`src/rtl/y_rr_arb4_pkg.sv`:
```
// Shared state encodings, pointer reset value and the rotate-then-priority pick
// used by the lab datapath blocks.
package y_rr_arb4_pkg;

    typedef enum logic {
        IDLE = 1'b0,
        HOLD = 1'b1
    } state_e;

    localparam logic [1:0] LAST_RST = 2'd3;

    // Rotate req so that requester last+1 lands in bit 0, take the lowest set bit,
    // then undo the rotation. Result is only meaningful when |req.
    function automatic logic [1:0] rr_pick(input logic [3:0] req, input logic [1:0] last);
        logic [7:0] dbl;
        logic [2:0] sh;
        logic [7:0] r8;
        logic [3:0] rot;
        logic [1:0] off;
        dbl = {req, req};
        sh  = {1'b0, last} + 3'd1;
        r8  = dbl >> sh;
        rot = r8[3:0];
        if (rot[0])      off = 2'd0;
        else if (rot[1]) off = 2'd1;
        else if (rot[2]) off = 2'd2;
        else             off = 2'd3;
        return last + 2'd1 + off;
    endfunction

endpackage

```
`src/rtl/yMux4to1.sv`:
```
// Parameterized 4:1 word multiplexer.
module yMux4to1 #(
    parameter int WIDTH = 32
) (
    input  logic [WIDTH-1:0] a0,
    input  logic [WIDTH-1:0] a1,
    input  logic [WIDTH-1:0] a2,
    input  logic [WIDTH-1:0] a3,
    input  logic [1:0]       s,
    output logic [WIDTH-1:0] z
);

    always_comb begin
        case (s)
            2'd0:    z = a0;
            2'd1:    z = a1;
            2'd2:    z = a2;
            default: z = a3;
        endcase
    end

endmodule

```
`src/rtl/y_rr_arb4.sv`:
```
// Four-requester round-robin arbiter feeding a single-entry output register
// with valid/ready handshake.
module y_rr_arb4
    import y_rr_arb4_pkg::*;
#(
    parameter int WIDTH = 32
) (
    input  logic             clk,
    input  logic             reset,
    input  logic [3:0]       req,
    input  logic [WIDTH-1:0] d0,
    input  logic [WIDTH-1:0] d1,
    input  logic [WIDTH-1:0] d2,
    input  logic [WIDTH-1:0] d3,
    output logic [3:0]       gnt,
    output logic [1:0]       sel,
    output logic [WIDTH-1:0] out_data,
    output logic             out_valid,
    input  logic             out_ready
);

    state_e           state_q, state_d;
    logic [1:0]       last_q;
    logic [1:0]       winner;
    logic             can_load;
    logic             capture;
    logic [WIDTH-1:0] mux_out;

    assign can_load = (state_q == IDLE) || out_ready;
    assign winner   = rr_pick(req, last_q);
    // Reset suppresses the strobe so a grant never fires on a cycle that is discarded.
    assign capture  = !reset && can_load && (|req);

    yMux4to1 #(.WIDTH(WIDTH)) u_mux (
        .a0 (d0),
        .a1 (d1),
        .a2 (d2),
        .a3 (d3),
        .s  (winner),
        .z  (mux_out)
    );

    always_comb begin
        gnt = '0;
        if (capture) gnt[winner] = 1'b1;
    end

    always_comb begin
        state_d = state_q;
        if (can_load) state_d = (|req) ? HOLD : IDLE;
    end

    always_ff @(posedge clk) begin
        if (reset) state_q <= IDLE;
        else       state_q <= state_d;
    end

    always_ff @(posedge clk) begin
        if (reset) begin
            out_data <= '0;
            sel      <= 2'd0;
            last_q   <= LAST_RST;
        end else if (capture) begin
            out_data <= mux_out;
            sel      <= winner;
            last_q   <= winner;
        end
    end

    assign out_valid = (state_q == HOLD);

endmodule

```
`config.mk`:
```
export PLATFORM = sky130hd
export DESIGN_NAME = y_rr_arb4
export DESIGN_NICKNAME = d
export VERILOG_FILES = /design/src/rtl/y_rr_arb4_pkg.sv /design/src/rtl/yMux4to1.sv /design/src/rtl/y_rr_arb4.sv
export SDC_FILE = /design/constraint.sdc
export NUM_CORES = 1
export LEC_CHECK = 0
export ABC_AREA = 1
export BUFFER_PORTS_ARGS = -buffer_cell sky130_fd_sc_hd__buf_2
export CORE_AREA = 2 2 58 115
export DETAILED_ROUTE_END_ITERATION = 6
export DIE_AREA = 0 0 60 117
export PLACE_DENSITY = 0.78
export SLEW_MARGIN = 5
export SYNTH_ARGS = -nofsm -noshare
export SYNTH_HDL_FRONTEND = slang
export SYNTH_HIERARCHICAL = 1
export SYNTH_SLANG_ARGS = --single-unit
```
`constraint.sdc`:
```
create_clock -name clk -period 2.92 [get_ports clk]
set_input_delay 0.584 -clock clk [delete_from_list [all_inputs] [get_ports clk]]
set_output_delay 0.584 -clock clk [all_outputs]
set_load 0.02 [all_outputs]
```
After elaboration in Yosys (flattened, before gate mapping) --
Index checks and enable logic that the tools add are counted.
Cells by class: add/subtract/negate cells 3, $lt $le $gt $ge 2, eq/ne operators 2, shift-type cells 1, muxes and demuxes 8, bitwise logic cells 1, reduce and logical (&&, ||, !) cells 7
Operators by type and width (number):
- $pmux 32 s3 | 1
- $shr 8x3->3 | 1
- $mux 2 | 2
- $mux 4 | 1
- $reduce_or 4->1 | 1
- $add 2x1->3 const B | 1
- $logic_and 1x1->1 | 3
- $lt 2x3->1 const B | 1
- $mux 1 | 3
- $add 2x1->2 const B | 1
- $add 2x2->2 | 1
- $demux 1 s2 | 1
- $eq 2x1->1 const B | 1
- $eq 2x2->1 const B | 1
- $ge 2x1->1 const B | 1
- $logic_not 2->1 | 1
- $logic_not 1->1 | 1
- $logic_or 1x1->1 | 1
- $not 1->1 | 1
Storage, ports and cells: register bits 37, input port bits 135, output and inout bits 39, logic and storage cells 28

Logic depth before layout (Yosys ltp) --
depth after elaboration 11, gate-level depth with buffers 15, mapped depth without buffers 14

By module --
Netlist, hierarchy kept.
Modules (own cells, without submodules):
- y_rr_arb4 | times used 1, cells an instance 132, area an instance 1357.6 um2, seq. area each 740.7 um2
- yMux4to1 | times used 1, cells an instance 186, area an instance 1078.5 um2, seq. area each 0.0 um2

Worst setup path after synthesis --
No wires, ideal clock.
path kind input-to-output, start point in req[3], end point out gnt[1], data arrival time 1.889 ns, required time 2.336 ns, slack 0.447 ns, stages on the path 8, path buffers 0, path through o21ai_0 -> o21ai_0 -> nor2_1 -> a21oi_1 -> ha_1 -> inv_1 -> nand2_1 -> nor2_1
Between the ends: cells in the longest elaborated chain, start to end 10, elaborated cells on any way between the ends 13, classes of those cells add/sub: 1; order compare: 2; shift: 1; mux: 6; reduce/logical: 3
Ends and longest elaborated chain:
- start: declaration | line y_rr_arb4.sv:10 | input logic [3:0] req,
- $shr 8x3->3 * | line y_rr_arb4_pkg.sv:22 | r8 = dbl >> sh;
- $mux 1 | line y_rr_arb4_pkg.sv:26 | else if (rot[2]) off = 2'd2;
- $mux 2 | line y_rr_arb4_pkg.sv:25 | else if (rot[1]) off = 2'd1;
- $mux 2 * | line y_rr_arb4_pkg.sv:24 | if (rot[0]) off = 2'd0;
- $add 2x2->2 * | line y_rr_arb4_pkg.sv:28 | return last + 2'd1 + off;
- net winner[0] | line y_rr_arb4.sv:24 | logic [1:0] winner;
- $lt 2x3->1 (not written as such) or $ge 2x1->1 (tied branches) | line y_rr_arb4.sv:45 | if (capture) gnt[winner] = 1'b1;
- $logic_and 1x1->1 (not written as such) | line y_rr_arb4.sv:45
- $mux 1 (not written as such) | line y_rr_arb4.sv:45
- $demux 1 s2 * | line y_rr_arb4.sv:45
- $mux 4 * | line y_rr_arb4.sv:45
- end: declaration | line y_rr_arb4.sv:15 | output logic [3:0] gnt,
Mark *: on every way through the listed nets, which the timed path passes. The rest lies on a longest branch.

Worst setup path after layout --
start point in req[3], end point out gnt[3]
The elaborated chain is that of the path after synthesis.

==> summary.md <==
| Metric | Value |
|---|---|
| WL per Instance | 13.95 µm |
| # Post-CTS Setup Buffers | 0 |
| Placement row count | 41 |
| CTS tree | yes |
| Critical path type | input port to output pin |
| Power share of the clock group | 0.118 |
| GRT Overall Usage | 0.2254 |
| Switching pwr | 2.192 mW |
| Worst EP required | 2340 ps |
| Number of detailed-route iterations in the first pass | 4 |
| Largest net degree at the start of global routing | 36 |
| Place WS | -136.8 ps |
| Count of distinct cell types in the synthesized netlist | 23 |
| Logic gate share of total power | 0.704 |
| Post-route ant nets | 0 |
| Clock slew seen by the registers of the worst setup and hold paths | 50 ps |
| Switching part of the total power | 0.5126 |
| Clk buf depth | 2 |
| Finished Cell Area | 3395 µm² |
| PortBufs | 173 |
| Slew margin rel. | 0.5987 |
| WHS Path Cells | 2 |
| Global placement routability congestion | 0.8424 |
| Netlist Area Pre-Place | 2436 µm² |
| Diode count | 0 |
| Internal | 2.085 mW |
| Total power | 4.277 mW |
| Via density | 5.246 |
| Layout cells sized above 1 | 0.4438 |
| Syn nets | 454 |
| Final hold slack | 442.6 ps |
| Register-to-Register Path Depth | 15 |
| Final Hold Fails | 0 |
| Die area | 7020 µm² |
| Pins over their slew limit | 0 |
| Final WS setup | 136.2 ps |
| Most common cell after layout, fill and taps aside | buf_2 |
| Final WL | 7895 µm |
| Grt total ovfl | 0 |
| Hold WC Path Type | flip-flop to flip-flop |
| Post-Place Cell Area | 3227 µm² |
| Setup tns final | 0 ps |
| Initial drt markers | 164 |
| RSZ-0062 raised after global routing | yes |
| PD cells | 1260 nW/µm² |
| Seq/Total Area, Yosys | 0.3041 |
| Final core occ | 0.5469 |
| Nets | 615 |
| Syn Area/Cell | 7.661 µm² |
| Fillcell total | 602 |
| Clk sink count | 37 |
| P&R area growth vs syn | 39.34% |
| Post-synthesis instance total | 318 |
| Core Area | 6207 µm² |
| Achievable frequency | 359.2 MHz |
| Status | finished, final reports clean |
| CP Data Arrival Time | 2200 ps |
| # IOs | 174 |
| Chip height | 117 µm |
| H-tree Lvls | 2 |
| Initial core utilization | 0.3925 |
| DRC viols | 0 |
| Hpwl dp | 5871 µm |
| Vias in the first global route | 2634 |
| Synth Register Bits | 37 |
| Critical path peak fanout | 34 |
| Worst skew pair latency | 270 ps |
| Fin cells | 566 |
| Width of the die | 60 µm |
| Highest-count cells in the layout ignoring fill and taps | buf_2 (173), nand3_1 (90), nand2_1 (48) |
| First-pass GRT wire length | 12020 µm |
| Setup violations, final | 0 |
| YS warnings | 6 |
| Maxcap violations | 0 |
| Cells after DPL | 558 |
| Root Buffer | clkbuf_16 |
| CTS buffer count | 5 |
| Min Tclk post-route | 2784 ps |
| Sequential share of power | 0.178 |
| Clk_skew | 2.647 ps |
| CP Capture Type | output pin |
| Leakage | 1.731 nW |
| Tcrit/Tclk final | 0.9534 |
| Crit start category | input port |
| Via count | 2969 |
| Initial antenna violation count | 0 |
| Worst VDD drop | 0.5785 mV |
| Worst slew pin tran | 601.0 ps |
## path summary, 6_finish.rpt
check                               to  slack [ps]              startpoint
max                             gnt[3]         140                  req[3]
min                sel[0]$_SDFFE_PP0P_         440     sel[0]$_SDFFE_PP0P_
max reg2reg  out_data[26]$_SDFFE_PP0P_         450  last_q[0]$_SDFFE_PP1P_
min reg2reg        sel[0]$_SDFFE_PP0P_         440     sel[0]$_SDFFE_PP0P_
## area by class of cell
| cell class | count | area [µm²] | share of cell area |
|---|---|---|---|
| Multi-Input combinational cell | 238 | 1390 | 0.4095 |
| Timing Repair Buffer | 183 | 965.9 | 0.2846 |
| Sequential cell | 37 | 742.0 | 0.2186 |
| Clock buffer | 8 | 136.4 | 0.04018 |
| Tap cell | 86 | 107.6 | 0.03170 |
| Inverter | 14 | 52.55 | 0.01548 |
## power by group through the flow
stage          logic [mW]  clock network, mW  registers (mW)
2_1_floorplan        2.41                  0           0.938
3_3_place_gp         2.87                  0           0.764
3_5_place_dp         2.90                  0           0.762
4_1_cts              2.93              0.517           0.757
5_1_grt              3.31              0.543           0.780
6_report             3.01              0.504           0.761
## cells by family after synthesis
group	after synthesis	synth area share
and+or+nand+nor	197	0.4294
AOI/OAI and AO/OA	40	0.1341
DFF	37	0.3041
adders and majority gates	1	0.005135
buffers and inverters	43	0.1274
## worst max-delay path, stage by stage
cell and delay (ps):
buf_2 110, o21ai_0 220, o21ai_1 100, nor2_1 110
a21oi_1 50, ha_1 200, inv_1 70, nand3_2 100
nand2_4 110, buf_12 190, nand2_4 70, nor2_1 100
buf_2 170
## metal layers
metal	wire length (µm)	vias up	GRT usage
li1	-	1476	-
met1	3187	1315	0.2578
met2	3753	167	0.3913
met3	825	11	0.05604
met4	128	0	0.08593
met5	0	-	0
## flip-flops by register name (all words and copies together) (netlist names)
register	count
out_data	32
sel	2
last_q	2
out_valid	1
## Yosys cell counts
cell     number  area (µm²)
nand3_1      90       450.4
nand2_1      48       180.2
dfxtp_1      37       740.7
a22o_1       32       280.3
nand4_1      32       200.2
nand3_2      12       120.1
buf_2        10       50.05
inv_1        10       37.54
buf_4         9       67.56
nor2_1        9       33.78
buf_8         5       75.07
buf_6         4       45.04
inv_2         4       15.01
o21ai_0       4       20.02
a21oi_1       2       10.01
nand2_2       2       12.51
nand2_4       2       22.52
a22oi_1       1       7.510
buf_12        1       20.02
ha_1          1       12.51
nor2_2        1       6.260
nor2_8        1       20.02
o21ai_2       1       8.760
## what timing repair did
item | CTS | global route
resized for setup | 2 | 8
hold buffers | 0 | 0
setup endpoints to repair | 3 | 12
pin swaps | 0 | 0
No activity file was read; power rests on OpenSTA's default activity.
